[src/rtl/pool_window_feeder.sv]
// pool_window_feeder
// Walks a row-major IMG_W x IMG_H feature map held in a synchronous
// single-port RAM, gathers each non-overlapping 2x2 window, hands it to the
// max-pooling unit and stores the pooled result in an output buffer.
// A trailing odd column/row is dropped (floor division of the map size).
//
// Optional build macro: POOL_FEED_TIMEOUT_EN
//   Adds a WAIT-state watchdog (TIMEOUT cycles) and a sticky 'err' output.
//   Without it there is no watchdog and WAIT waits indefinitely.
//
// Handshakes:
//   start          : one-cycle pulse, accepted only in IDLE.
//   rd_en/rd_data  : rd_data is valid exactly one cycle after rd_en.
//   enable         : one-cycle strobe; input1..input4 stay stable from that
//                    cycle until the result is taken (or the watchdog fires).
//   maxPoolingDone : level, considered only in cycles after the enable cycle;
//                    output1 is taken in the first such cycle it is high.
//   wr_en          : one-cycle write strobe with wr_addr/wr_data valid.
//   done           : one-cycle pulse after the last write; busy is low in it.
module pool_window_feeder #(
  parameter int DATA_W  = 22,
  parameter int IMG_W   = 4,
  parameter int IMG_H   = 4,
  parameter int ADDR_W  = 4,
  parameter int OADDR_W = 2,
  parameter int TIMEOUT = 64
) (
  input  logic               clk,
  input  logic               rst,
  input  logic               start,
  output logic               busy,
  output logic               done,
  output logic               rd_en,
  output logic [ADDR_W-1:0]  rd_addr,
  input  logic [DATA_W-1:0]  rd_data,
  output logic [DATA_W-1:0]  input1,
  output logic [DATA_W-1:0]  input2,
  output logic [DATA_W-1:0]  input3,
  output logic [DATA_W-1:0]  input4,
  output logic               enable,
  input  logic [DATA_W-1:0]  output1,
  input  logic               maxPoolingDone,
  output logic               wr_en,
  output logic [OADDR_W-1:0] wr_addr,
  output logic [DATA_W-1:0]  wr_data
`ifdef POOL_FEED_TIMEOUT_EN
  ,
  output logic               err
`endif
);

  // Row/column counters need headroom for the +2 step past the map edge.
  localparam int CNT_W = ADDR_W + 1;

  typedef enum logic [2:0] {
    S_IDLE  = 3'd0,
    S_FETCH = 3'd1,
    S_ISSUE = 3'd2,
    S_WAIT  = 3'd3,
    S_WRITE = 3'd4,
    S_FIN   = 3'd5
  } state_t;

  state_t              r_state;
  state_t              w_next;

  logic [CNT_W-1:0]    r_row;
  logic [CNT_W-1:0]    r_col;
  logic [1:0]          r_fidx;      // which of the four samples is being read
  logic                r_cap_vld;   // a read was issued last cycle
  logic [1:0]          r_cap_idx;   // slot that last cycle's read belongs to
  logic                r_first;     // current cycle is the WAIT entry cycle
  logic [OADDR_W-1:0]  r_ocnt;
  logic [DATA_W-1:0]   r_in1;
  logic [DATA_W-1:0]   r_in2;
  logic [DATA_W-1:0]   r_in3;
  logic [DATA_W-1:0]   r_in4;
  logic [DATA_W-1:0]   r_wr_data;

  logic                w_row_wrap;
  logic                w_last_win;
  logic [CNT_W-1:0]    w_col_next;
  logic [CNT_W-1:0]    w_row_next;
  logic                w_take;
  int                  w_lin;

`ifdef POOL_FEED_TIMEOUT_EN
  localparam int WD_W = (TIMEOUT > 1) ? $clog2(TIMEOUT) : 1;
  logic [WD_W-1:0]     r_wd;
  logic                r_err;
  logic                w_wd_expire;

  assign w_wd_expire = (r_wd == WD_W'(TIMEOUT - 1));
  assign err         = r_err;
`endif

  // The pooling result counts only after the enable cycle.
  assign w_take = (r_state == S_WAIT) && !r_first && maxPoolingDone;

  // Window advance: step two columns; wrap to the next row pair when no full
  // column pair remains, and finish when no full row pair remains.
  always_comb begin
    w_row_wrap = (int'(r_col) + 3 > IMG_W - 1);
    w_col_next = w_row_wrap ? '0 : r_col + CNT_W'(2);
    w_row_next = w_row_wrap ? r_row + CNT_W'(2) : r_row;
    w_last_win = w_row_wrap && (int'(r_row) + 3 > IMG_H - 1);
  end

  // Linear read address of the sample selected by r_fidx:
  // bit0 picks the right column, bit1 picks the lower row.
  always_comb begin
    w_lin = (int'(r_row) + int'(r_fidx[1])) * IMG_W
          + int'(r_col) + int'(r_fidx[0]);
  end

  // Next-state logic.
  always_comb begin
    w_next = r_state;
    case (r_state)
      S_IDLE:  if (start) w_next = S_FETCH;
      S_FETCH: if (r_fidx == 2'd3) w_next = S_ISSUE;
      S_ISSUE: w_next = S_WAIT;
      S_WAIT: begin
        if (w_take) w_next = S_WRITE;
`ifdef POOL_FEED_TIMEOUT_EN
        else if (w_wd_expire) w_next = S_FIN;
`endif
      end
      S_WRITE: w_next = w_last_win ? S_FIN : S_FETCH;
      S_FIN:   w_next = S_IDLE;
      default: w_next = S_IDLE;
    endcase
  end

  // State register; reset aborts any pass in progress.
  always_ff @(posedge clk) begin
    if (rst) r_state <= S_IDLE;
    else     r_state <= w_next;
  end

  // Datapath: counters, sample capture, result latch and watchdog.
  always_ff @(posedge clk) begin
    if (rst) begin
      r_row     <= '0;
      r_col     <= '0;
      r_fidx    <= '0;
      r_cap_vld <= 1'b0;
      r_cap_idx <= '0;
      r_first   <= 1'b0;
      r_ocnt    <= '0;
      r_in1     <= '0;
      r_in2     <= '0;
      r_in3     <= '0;
      r_in4     <= '0;
      r_wr_data <= '0;
`ifdef POOL_FEED_TIMEOUT_EN
      r_wd      <= '0;
      r_err     <= 1'b0;
`endif
    end else begin
      // Read data returns one cycle after the strobe; steer it by slot.
      r_cap_vld <= (r_state == S_FETCH);
      r_cap_idx <= r_fidx;
      if (r_cap_vld) begin
        case (r_cap_idx)
          2'd0:    r_in1 <= rd_data;
          2'd1:    r_in2 <= rd_data;
          2'd2:    r_in3 <= rd_data;
          default: r_in4 <= rd_data;
        endcase
      end

      case (r_state)
        S_IDLE: begin
          if (start) begin
            r_row  <= '0;
            r_col  <= '0;
            r_ocnt <= '0;
            r_fidx <= '0;
`ifdef POOL_FEED_TIMEOUT_EN
            r_err  <= 1'b0;
`endif
          end
        end
        S_FETCH: r_fidx <= r_fidx + 2'd1;
        S_ISSUE: begin
          r_first <= 1'b1;
`ifdef POOL_FEED_TIMEOUT_EN
          r_wd    <= '0;
`endif
        end
        S_WAIT: begin
          r_first <= 1'b0;
          if (w_take) r_wr_data <= output1;
`ifdef POOL_FEED_TIMEOUT_EN
          else if (w_wd_expire) r_err <= 1'b1;
          else r_wd <= r_wd + WD_W'(1);
`endif
        end
        S_WRITE: begin
          r_ocnt <= r_ocnt + OADDR_W'(1);
          r_col  <= w_col_next;
          r_row  <= w_row_next;
        end
        default: ;
      endcase
    end
  end

  // Strobes are decoded from state so they are mutually exclusive by design.
  always_comb begin
    busy    = (r_state != S_IDLE) && (r_state != S_FIN);
    done    = (r_state == S_FIN);
    rd_en   = (r_state == S_FETCH);
    rd_addr = rd_en ? ADDR_W'(w_lin) : '0;
    enable  = (r_state == S_WAIT) && r_first;
    wr_en   = (r_state == S_WRITE);
    wr_addr = wr_en ? r_ocnt : '0;
    input1  = r_in1;
    input2  = r_in2;
    input3  = r_in3;
    input4  = r_in4;
    wr_data = r_wr_data;
  end

endmodule

[config.mk]
export PLATFORM = sky130hd
export DESIGN_NAME = pool_window_feeder
export DESIGN_NICKNAME = d
export VERILOG_FILES = /design/src/rtl/pool_window_feeder.sv
export SDC_FILE = /design/constraint.sdc
export NUM_CORES = 1
export LEC_CHECK = 0
export CAP_MARGIN = 40
export CORE_MARGIN = 5
export CORE_UTILIZATION = 50
export CTS_BUF_LIST = sky130_fd_sc_hd__clkbuf_4 sky130_fd_sc_hd__clkbuf_8
export CTS_CLUSTER_SIZE = 12
export DETAILED_ROUTE_END_ITERATION = 7
export PLACE_DENSITY = 0.87
export SYNTH_ARGS = -nofsm -noshare
export SYNTH_HDL_FRONTEND = slang
export SYNTH_SLANG_ARGS = --single-unit
[constraint.sdc]
create_clock -name clk -period 3.41 [get_ports clk]
set_clock_uncertainty 0.15 [all_clocks]
set_input_delay 0.5115 -clock clk [delete_from_list [all_inputs] [get_ports clk]]
set_output_delay 0.5115 -clock clk [all_outputs]
set_load 0.005 [all_outputs]
==> run_results.csv, run 1 <==
group,metric,value,unit
run_status,run_status,"finished clean",
synth,ys_seq_area_share,53.3,%
sta,timing.slew.headroom,42.4,%
power_and_ir_drop,total_power,2.89,mW
synth,async_flop_share,0,%
floorplanning,dieArea,11800,µm²
synth,synth_edf_count,0,
grt,grt_usage,23.6,%
floorplanning,fp.dieW,108,µm
cells_and_area,drive_gt1_share,6.21,%
detailed_routing,remaining_drc_errors,0,
synth,netlist.top_cell.by_area,"dfxtp_1",
detailed_routing,wirelength,13700,µm
sta,rsz0062_at_grt,"false",
clocking,post-cts-setup-buffers,0,
grt,grt.busiest_layer,"met2",
setup_path,critical_path_class,"reg -> out",
floorplanning,ios,169,
sta,report.final.setup_viol,0,
min_path,min-delay-path-class,"reg -> reg",
grt,met3_track_utilization_from_global_routing,7.40,%
grt,largest_net_degree_at_the_start_of_global_routing,66,
synth,ys_seq_elements,129,
synth,synth.top_cells.by_area,"dfxtp_1, nand2_1, a21oi_1",
power_and_ir_drop,power_density,415,nW/µm²
synth,synth_area,4840,µm²
synth,yosys.cell_count.top_type,"nand2_1",
floorplanning,initial_utilization,50.5,%
floorplanning,area_of_the_placeable_core,9590,µm²
detailed_routing,starting_drc_count_in_detailed_routing,310,
setup_path,cp_max_fo,15,
synth,synth_flop_cell,"dfxtp_1",
flow_run,drv_cap,0,
clocking,clock_insertion_delay_worst_skew,0.42,ns
detailed_routing,via_count,4710,
detailed_routing,drt_pass1_iterations,5,
clocking,post_cts_resize_count,0,
place,dpl_cell_area,6620,µm²
sta,final-hold-violation-count,0,
sta,fin_setup_tns,0,ns
clocking,cts.reportedPaths.clkPinSlew,0.07,ns
power_and_ir_drop,vdd_ir_drop_max,0.218,mV
place,place_hpwl,9890,µm
detailed_routing,route.detailed.wl_per_inst,15.2,µm
cells_and_area,fin_util,72.6,%
sta,worst-slew-pin-transition,0.865,ns
power_and_ir_drop,static-leakage-power,2.42,nW
setup_path,end_kind,"primary output",
sta,hold_ws,0.305,ns
grt,first_global_vias,4586,
setup_path,cp.arrival,2.31,ns
cells_and_area,num-nets-final,818,
clocking,cts_root_buf,"clkbuf_8",
detailed_routing,post_dr_vias_cell,5.20,
clocking,hold_buffers,0,
grt,initial_antenna_violation_count,0,
floorplanning,rows,36,
cells_and_area,n_antenna_cell,0,
clocking,numCtsBuffers,17,
setup_path,critical_path_required,2.75,ns
sta,max_freq,337,MHz
place,io_buffer_count,168,
detailed_routing,postRouteAntennaNets,0,
place,finalWeightedCongestion,0.833,
clocking,cts.sinks,129,
clocking,ctsLongestPathBuffers,2,
grt,grt_use_met2,40.6,%
synth,share_of_the_synthesized_area_in_the_top_cell_type,53.3,%
clocking,number_of_h_tree_levels,4,
grt,global_route.usage.met1,27.0,%
synth,synth_fp_nets,662,
cells_and_area,finish.instance_area,6970,µm²
cells_and_area,area.growth.synth_to_final,43.9,%
floorplanning,die_h,108,µm
sta,time_the_final_worst_path_needs_with_i_o_delays_and_setup,2.97,ns
synth,ys_warn_count,0,
clocking,cts_tree,"built",
synth,synth_area_per_cell,7.98,µm²
setup_path,r2r_slack,1.33,ns
synth,ys_top_cells_by_count,"nand2_1, dfxtp_1, a21oi_1",
sta,number_of_pins_exceeding_their_max_slew_limit_in_the_final_report,0,
setup_path,kind_of_start_point_of_the_critical_path,"register",
grt,grt_pass1_wl,21800,µm
synth,synthCells,607,
grt,grt_remaining_overflow,0,
synth,synth_cell_types,35,
sta,period_share,87.1,%
==> path summary, 6_finish.rpt <==
path              depth (start not counted)        from    endpoint
setup / recovery                          4  r_state[2]  wr_addr[0]
hold / removal                            2  input2[19]  input2[19]
setup reg to reg                          4  r_state[2]    r_row[2]
hold reg to reg                           2  input2[19]  input2[19]
==> placed cells by master (no fill, tap or decap), drive strengths merged, types with 3 or more instances in the layout <==
cell type,count
a211oi,3
a21oi,120
and2,5
and3,4
and3b,3
buf,8
clkbuf,22
clkdlybuf4s50,167
clkinv,5
dfxtp,129
ha,7
inv,6
mux2i,3
nand2,229
nand2b,6
nand3,4
nand3b,3
nor2,18
nor2b,5
or3b,3
xnor2,5
==> metrics by stage <==
stage,setup slack (ns),std cells
finish,0.441,906
global route,0.325,906
CTS,0.426,906
detailed placement,0.909,877
global placement,0.997,874
floorplan,1.53,607
==> per-layer routing <==
layer  wire length, µm  share of wire (%)
met4               262                1.9
met5                 0                  0
met3              1210                8.8
met2              6960                 51
met1              5310                 39
==> power breakdown <==
part | total [mW] | internal, mW | leakage, nW | switching [mW]
Combinational | 0.187 | 0.0979 | 1.19 | 0.0890
Clock | 1.16 | 0.620 | 0.184 | 0.542
Sequential | 1.54 | 1.52 | 1.04 | 0.0155
Total | 2.89 | 2.24 | 2.42 | 0.646
==> flip-flops by register name (all words and copies together), names as in the netlist, 3 cells and up <==
signal,cells
input2,22
input1,22
r_row,4
wr_data,22
input4,22
input3,22
r_col,4
r_state,3
==> cells by family after synthesis <==
group | after synthesis | share of synthesized area (%)
XOR/XNOR | 5 | 0.904
buffers and inverters | 44 | 3.41
AO/OA/AOI/OAI | 128 | 14.0
AND/OR/NAND/NOR | 289 | 25.5
multiplexers | 5 | 1.09
flip-flops | 129 | 53.3
adder cells (fa/ha/maj) | 7 | 1.81
==> area by class of cell <==
type | instances | area (µm²)
clock buffers | 22 | 284
fillers | 741 | 2630
inverters | 6 | 22.5
well taps | 133 | 166
multi-input cells | 434 | 2100
clock inverters | 7 | 62.6
repair buffers | 175 | 1750
flip-flops and latches | 129 | 2580
==> critical path: stages (launching register included) <==
cell	delay [ns]
dfxtp_1	0.61
or3b_4	0.49
inv_2	0.12
and2_1	0.15
clkdlybuf4s50_1	0.52
Note: power is estimated with default switching activity, not from simulation.
==> run 2, diff against run 1 <==
--- a/config.mk
+++ b/config.mk
@@ -7,11 +7,11 @@
 export LEC_CHECK = 0
 export CAP_MARGIN = 40
 export CORE_MARGIN = 5
-export CORE_UTILIZATION = 50
+export CORE_UTILIZATION = 44
 export CTS_BUF_LIST = sky130_fd_sc_hd__clkbuf_4 sky130_fd_sc_hd__clkbuf_8
 export CTS_CLUSTER_SIZE = 12
 export DETAILED_ROUTE_END_ITERATION = 7
-export PLACE_DENSITY = 0.87
+export PLACE_DENSITY = 0.78
 export SYNTH_ARGS = -nofsm -noshare
 export SYNTH_HDL_FRONTEND = slang
 export SYNTH_SLANG_ARGS = --single-unit
==> run 2 against run 1 <==
Compared with the run above: global-route usage is 3.0 points lower; combinational power hardly changed; fmax is 0.54% higher; routed wire length is 1.2% higher; sequential power hardly changed; largest power group unchanged.
==> run_results.csv, run 2 (synthesized netlist as in run 1, its figures left out) <==
group,metric,value,unit
sta,report.final.setup_viol,0,
cells_and_area,most-common-layout-cells,"nand2_1, clkdlybuf4s50_1, dfxtp_1, a21oi_1, clkbuf_8",
detailed_routing,wirelength,13900,µm
grt,grt_pass1_wl,21500,µm
floorplanning,rows,38,
place,place_hpwl,10100,µm
setup_path,end_kind,"primary output",
sta,fin_setup_tns,0,ns
floorplanning,dieArea,13200,µm²
sta,time_the_final_worst_path_needs_with_i_o_delays_and_setup,2.95,ns
power_and_ir_drop,p_sw,0.696,mW
cells_and_area,drive_gt1_share,6.57,%
detailed_routing,route.detailed.wl_per_inst,15.2,µm
flow_run,drv_cap,0,
clocking,number_of_h_tree_levels,4,
grt,grt_usage,20.6,%
setup_path,reg2reg_to,"wr_data[20]",
grt,global_route.usage.met1,23.5,%
min_path,worstHoldPathCells,2,
power_and_ir_drop,vdd_ir_drop_max,0.209,mV
place,finalWeightedCongestion,0.831,
clocking,hold_buffers,0,
sta,number_of_pins_exceeding_their_max_slew_limit_in_the_final_report,0,
min_path,hold_path_startpoint,"input4[4]",
min_path,min_to,"input4[4]",
cells_and_area,area.growth.synth_to_final,45.7,%
power_and_ir_drop,p_comb_share,6.0,%
setup_path,reg2regPathDepth,4,
clocking,post-cts-setup-buffers,0,
clocking,clock_insertion_delay_worst_skew,0.43,ns
sta,period_share,86.6,%
grt,met3_track_utilization_from_global_routing,5.79,%
setup_path,critical_path_class,"reg -> out",
place,io_buffer_count,168,
floorplanning,ios,169,
power_and_ir_drop,static-leakage-power,2.44,nW
grt,initial_antenna_violation_count,0,
sta,max_freq,339,MHz
setup_path,r2r_slack,1.31,ns
setup_path,reg2reg_from,"r_state[1]",
sta,hold_ws,0.305,ns
detailed_routing,drt_pass1_iterations,5,
grt,largest_net_degree_at_the_start_of_global_routing,75,
setup_path,cp_max_fo,15,
cells_and_area,finish.instance_area,7050,µm²
power_and_ir_drop,power_frac_seq,50.0,%
sta,timing.slew.headroom,41.1,%
power_and_ir_drop,switching_share,22.6,%
run_status,run_status,"finished clean",
cells_and_area,nFillCells,917,
floorplanning,die_h,115,µm
sta,rsz0062_at_grt,"false",
sta,worst-slew-pin-transition,0.884,ns
clocking,cts_root_buf,"clkbuf_8",
floorplanning,fp.dieW,115,µm
power_and_ir_drop,p_clk_share,43.9,%
detailed_routing,post_dr_vias_cell,5.12,
detailed_routing,starting_drc_count_in_detailed_routing,293,
cells_and_area,final_common_cell,"nand2_1",
setup_path,critical_path_required,2.75,ns
power_and_ir_drop,power_density,436,nW/µm²
setup_path,cp.arrival,2.29,ns
power_and_ir_drop,internal_power,2.38,mW
grt,grt_remaining_overflow,0,
clocking,cts.reportedPaths.clkPinSlew,0.07,ns
grt,grt.busiest_layer,"met2",
clocking,numCtsBuffers,17,
setup_path,kind_of_start_point_of_the_critical_path,"register",
cells_and_area,n_antenna_cell,0,
clocking,cts_tree,"built",
clocking,ctsLongestPathBuffers,2,
cells_and_area,num-nets-final,818,
min_path,min-delay-path-class,"reg -> reg",
place,dpl_cell_area,6630,µm²
detailed_routing,via_count,4694,
detailed_routing,postRouteAntennaNets,0,
floorplanning,initial_utilization,44.9,%
detailed_routing,remaining_drc_errors,0,
clocking,cts.sinks,129,
grt,grt_use_met2,36.7,%
power_and_ir_drop,total_power,3.08,mW
grt,first_global_vias,4401,
floorplanning,area_of_the_placeable_core,10800,µm²
sta,final-hold-violation-count,0,
clocking,post_cts_resize_count,0,
[run 2: final cells by class]
cell class,count,area [µm²],area share (%)
clock buffers,19,262,3.71
flip-flops and latches,129,2580,36.6
repair buffers,175,1750,24.8
inverters,6,22.5,0.319
well taps,140,175,2.48
multi-input cells,434,2100,29.8
clock inverters,13,159,2.25
[run 2: routing by layer]
metal  vias to the layer above  routed length, µm
met3                        25                998
li1                       2294                  -
met1                      2202               5720
met2                       173               6900
met4                         0                283
met5                         -                  0
[run 2: worst max-delay path, cell delays in order, from the launching register on]
cell	delay (ns)
dfxtp_1	0.61
or3b_4	0.49
inv_2	0.12
and2_1	0.15
clkdlybuf4s50_1	0.50
[run 2: worst max-delay path by stage]
stage | from | endpoint | slack [ns] | cells after the start
after floorplan | r_col[1] | r_row[2] | 1.53 | 6
after global placement | r_state[2] | wr_addr[0] | 0.98 | 4
after detailed placement | r_state[2] | wr_addr[0] | 0.91 | 4
after CTS | r_state[2] | wr_addr[0] | 0.41 | 4
after global routing | r_state[0] | rd_addr[2] | 0.31 | 4
final | r_state[2] | wr_addr[0] | 0.46 | 4
[run 2: per-stage QoR]
stage / setup slack, ns / cells / util (%)
final: 0.457 / 916 / 65.3
after global routing: 0.312 / 916 / 65.3
after CTS: 0.414 / 916 / 65.3
after detailed placement: 0.915 / 884 / 61.5
after global placement: 0.982 / 881 / 61.1
after floorplan: 1.53 / 607 / -
[run 2: power by group through the flow]
stage | logic [mW] | clock network, mW | registers, mW
2_1_floorplan | 0.0676 | 0 | 1.57
3_3_place_gp | 0.182 | 0 | 1.57
3_5_place_dp | 0.186 | 0 | 1.57
4_1_cts | 0.187 | 1.38 | 1.54
5_1_grt | 0.201 | 1.45 | 1.54
6_report | 0.186 | 1.35 | 1.54
==> run 3, diff against run 2 <==
==> constraint.sdc (replaced) <==
create_clock -name clk -period 3.5 [get_ports clk]
set_clock_uncertainty 0.15 [all_clocks]
set_input_delay 0.525 -clock clk [delete_from_list [all_inputs] [get_ports clk]]
set_output_delay 0.525 -clock clk [all_outputs]
set_load 0.005 [all_outputs]
==> run 3 against run 2 <==
Compared with the run above: power decreased by 2.9%; sequential power decreased by 3%; first-iteration DRC count increased by 1.7%; critical endpoint unchanged.
==> run_results.csv, run 3 (synthesized netlist as in run 1, its figures left out) <==
group,metric,value,unit
run_status,run_status,"finished clean",
sta,timing.slew.headroom,41.4,%
min_path,worstHoldPathCells,2,
setup_path,critical_path.max_stage_delay,0.61,ns
sta,max_freq,339,MHz
detailed_routing,starting_drc_count_in_detailed_routing,298,
clocking,number_of_h_tree_levels,4,
clocking,post_cts_resize_count,0,
detailed_routing,via_count,4595,
clocking,cts.sinks,129,
detailed_routing,drt_pass1_iterations,7,
sta,finalWorstSetupSlack,0.554,ns
cells_and_area,final_common_cell,"nand2_1",
grt,grt_usage,20.0,%
cells_and_area,num-nets-final,818,
floorplanning,ios,169,
grt,initial_antenna_violation_count,0,
sta,fin_setup_tns,0,ns
grt,largest_net_degree_at_the_start_of_global_routing,87,
floorplanning,initial_utilization,44.9,%
sta,worst-slew-pin-transition,0.879,ns
cells_and_area,most-common-layout-cells,"nand2_1, clkdlybuf4s50_1, dfxtp_1, a21oi_1",
setup_path,timing.critical_path.cells,"or3b_4 > inv_2 > and2_1 > clkdlybuf4s50_1",
place,io_buffer_count,168,
setup_path,worst_path_max_delay_cell,"dfxtp_1",
sta,final-hold-violation-count,0,
clocking,post-cts-setup-buffers,0,
setup_path,r2r_slack,1.39,ns
setup_path,reg2regPathDepth,4,
setup_path,reg2reg_from,"r_state[2]",
place,finalWeightedCongestion,0.828,
cells_and_area,fin_cells,915,
detailed_routing,post_dr_vias_cell,5.02,
floorplanning,fp.dieW,115,µm
sta,rsz0062_at_grt,"false",
grt,first_global_vias,4311,
clocking,numCtsBuffers,17,
clocking,cts_root_buf,"clkbuf_8",
min_path,min_to,"input2[10]",
power_and_ir_drop,power_density,424,nW/µm²
clocking,ctsLongestPathBuffers,2,
min_path,min-delay-path-class,"reg -> reg",
floorplanning,dieArea,13200,µm²
detailed_routing,route.detailed.wl_per_inst,14.8,µm
setup_path,critical_path_required,2.82,ns
cells_and_area,n_antenna_cell,0,
grt,grt_pass1_wl,21200,µm
floorplanning,area_of_the_placeable_core,10800,µm²
clocking,clock_insertion_delay_worst_skew,0.41,ns
place,post-place-cells,884,
cells_and_area,area.growth.synth_to_final,45.5,%
setup_path,reg2reg_to,"wr_data[20]",
detailed_routing,remaining_drc_errors,0,
setup_path,cp.arrival,2.27,ns
flow_run,drv_cap,0,
setup_path,kind_of_start_point_of_the_critical_path,"register",
min_path,hold_path_startpoint,"input2[10]",
sta,time_the_final_worst_path_needs_with_i_o_delays_and_setup,2.95,ns
setup_path,critical_path_class,"reg -> out",
place,dp_worst_slack,1.00,ns
clocking,cts.reportedPaths.clkPinSlew,0.08,ns
power_and_ir_drop,vdd_ir_drop_max,0.241,mV
power_and_ir_drop,static-leakage-power,2.44,nW
floorplanning,rows,38,
sta,report.final.setup_viol,0,
place,place_hpwl,10000,µm
setup_path,cp_max_fo,15,
power_and_ir_drop,total_power,2.99,mW
grt,grt_remaining_overflow,0,
detailed_routing,wirelength,13600,µm
cells_and_area,drive_gt1_share,6.45,%
detailed_routing,postRouteAntennaNets,0,
sta,period_share,84.2,%
setup_path,end_kind,"primary output",
clocking,hold_buffers,0,
sta,number_of_pins_exceeding_their_max_slew_limit_in_the_final_report,0,
floorplanning,die_h,115,µm
clocking,cts_tree,"built",
-- run 3: stage by stage --
step / util [%] / cell area [µm²] / hold slack (ns)
global placement: 61.1 / 6590 / 0.290
detailed placement: 61.5 / 6630 / 0.296
floorplan: - / 4840 / 0.303
CTS: 65.3 / 7050 / 0.307
global route: 65.3 / 7050 / 0.323
finish: 65.3 / 7050 / 0.305
-- run 3: layout make-up --
cell class	count	area, µm²
well taps	140	175
clock inverters	14	180
repair buffers	175	1750
flip-flops and latches	129	2580
clock buffers	17	234
inverters	6	22.5
fillers	928	3750
multi-input cells	434	2100
-- run 3: power by group --
group | internal (mW) | switching [mW]
sequential | 1.48 | 0.0153
combinational | 0.0954 | 0.0860
clock | 0.712 | 0.595
total | 2.29 | 0.696
-- run 3: worst max-delay path: cells and delay by family (launching register included) --
| family | cells | cell delay, ns |
|---|---|---|
| buf+inv | 2 | 0.61 |
| flops | 1 | 0.61 |
| simple gates | 2 | 0.64 |
-- run 3: worst max path at each step --
| stage | from | endpoint | slack [ns] |
|---|---|---|---|
| floorplan | r_col[1] | r_row[2] | 1.62 |
| global placement | r_state[2] | wr_addr[0] | 1.06 |
| detailed placement | r_state[0] | rd_addr[0] | 1.00 |
| CTS | r_state[2] | wr_addr[0] | 0.54 |
| global route | r_state[0] | rd_addr[0] | 0.40 |
| finish | r_state[2] | wr_addr[0] | 0.55 |
-- run 3: metal layers --
metal / GRT usage, % / wire length (µm)
met1: 24.4 / 5670
met2: 34.7 / 6790
met3: 5.58 / 900
met4: 5.63 / 201
met5: 0 / 0
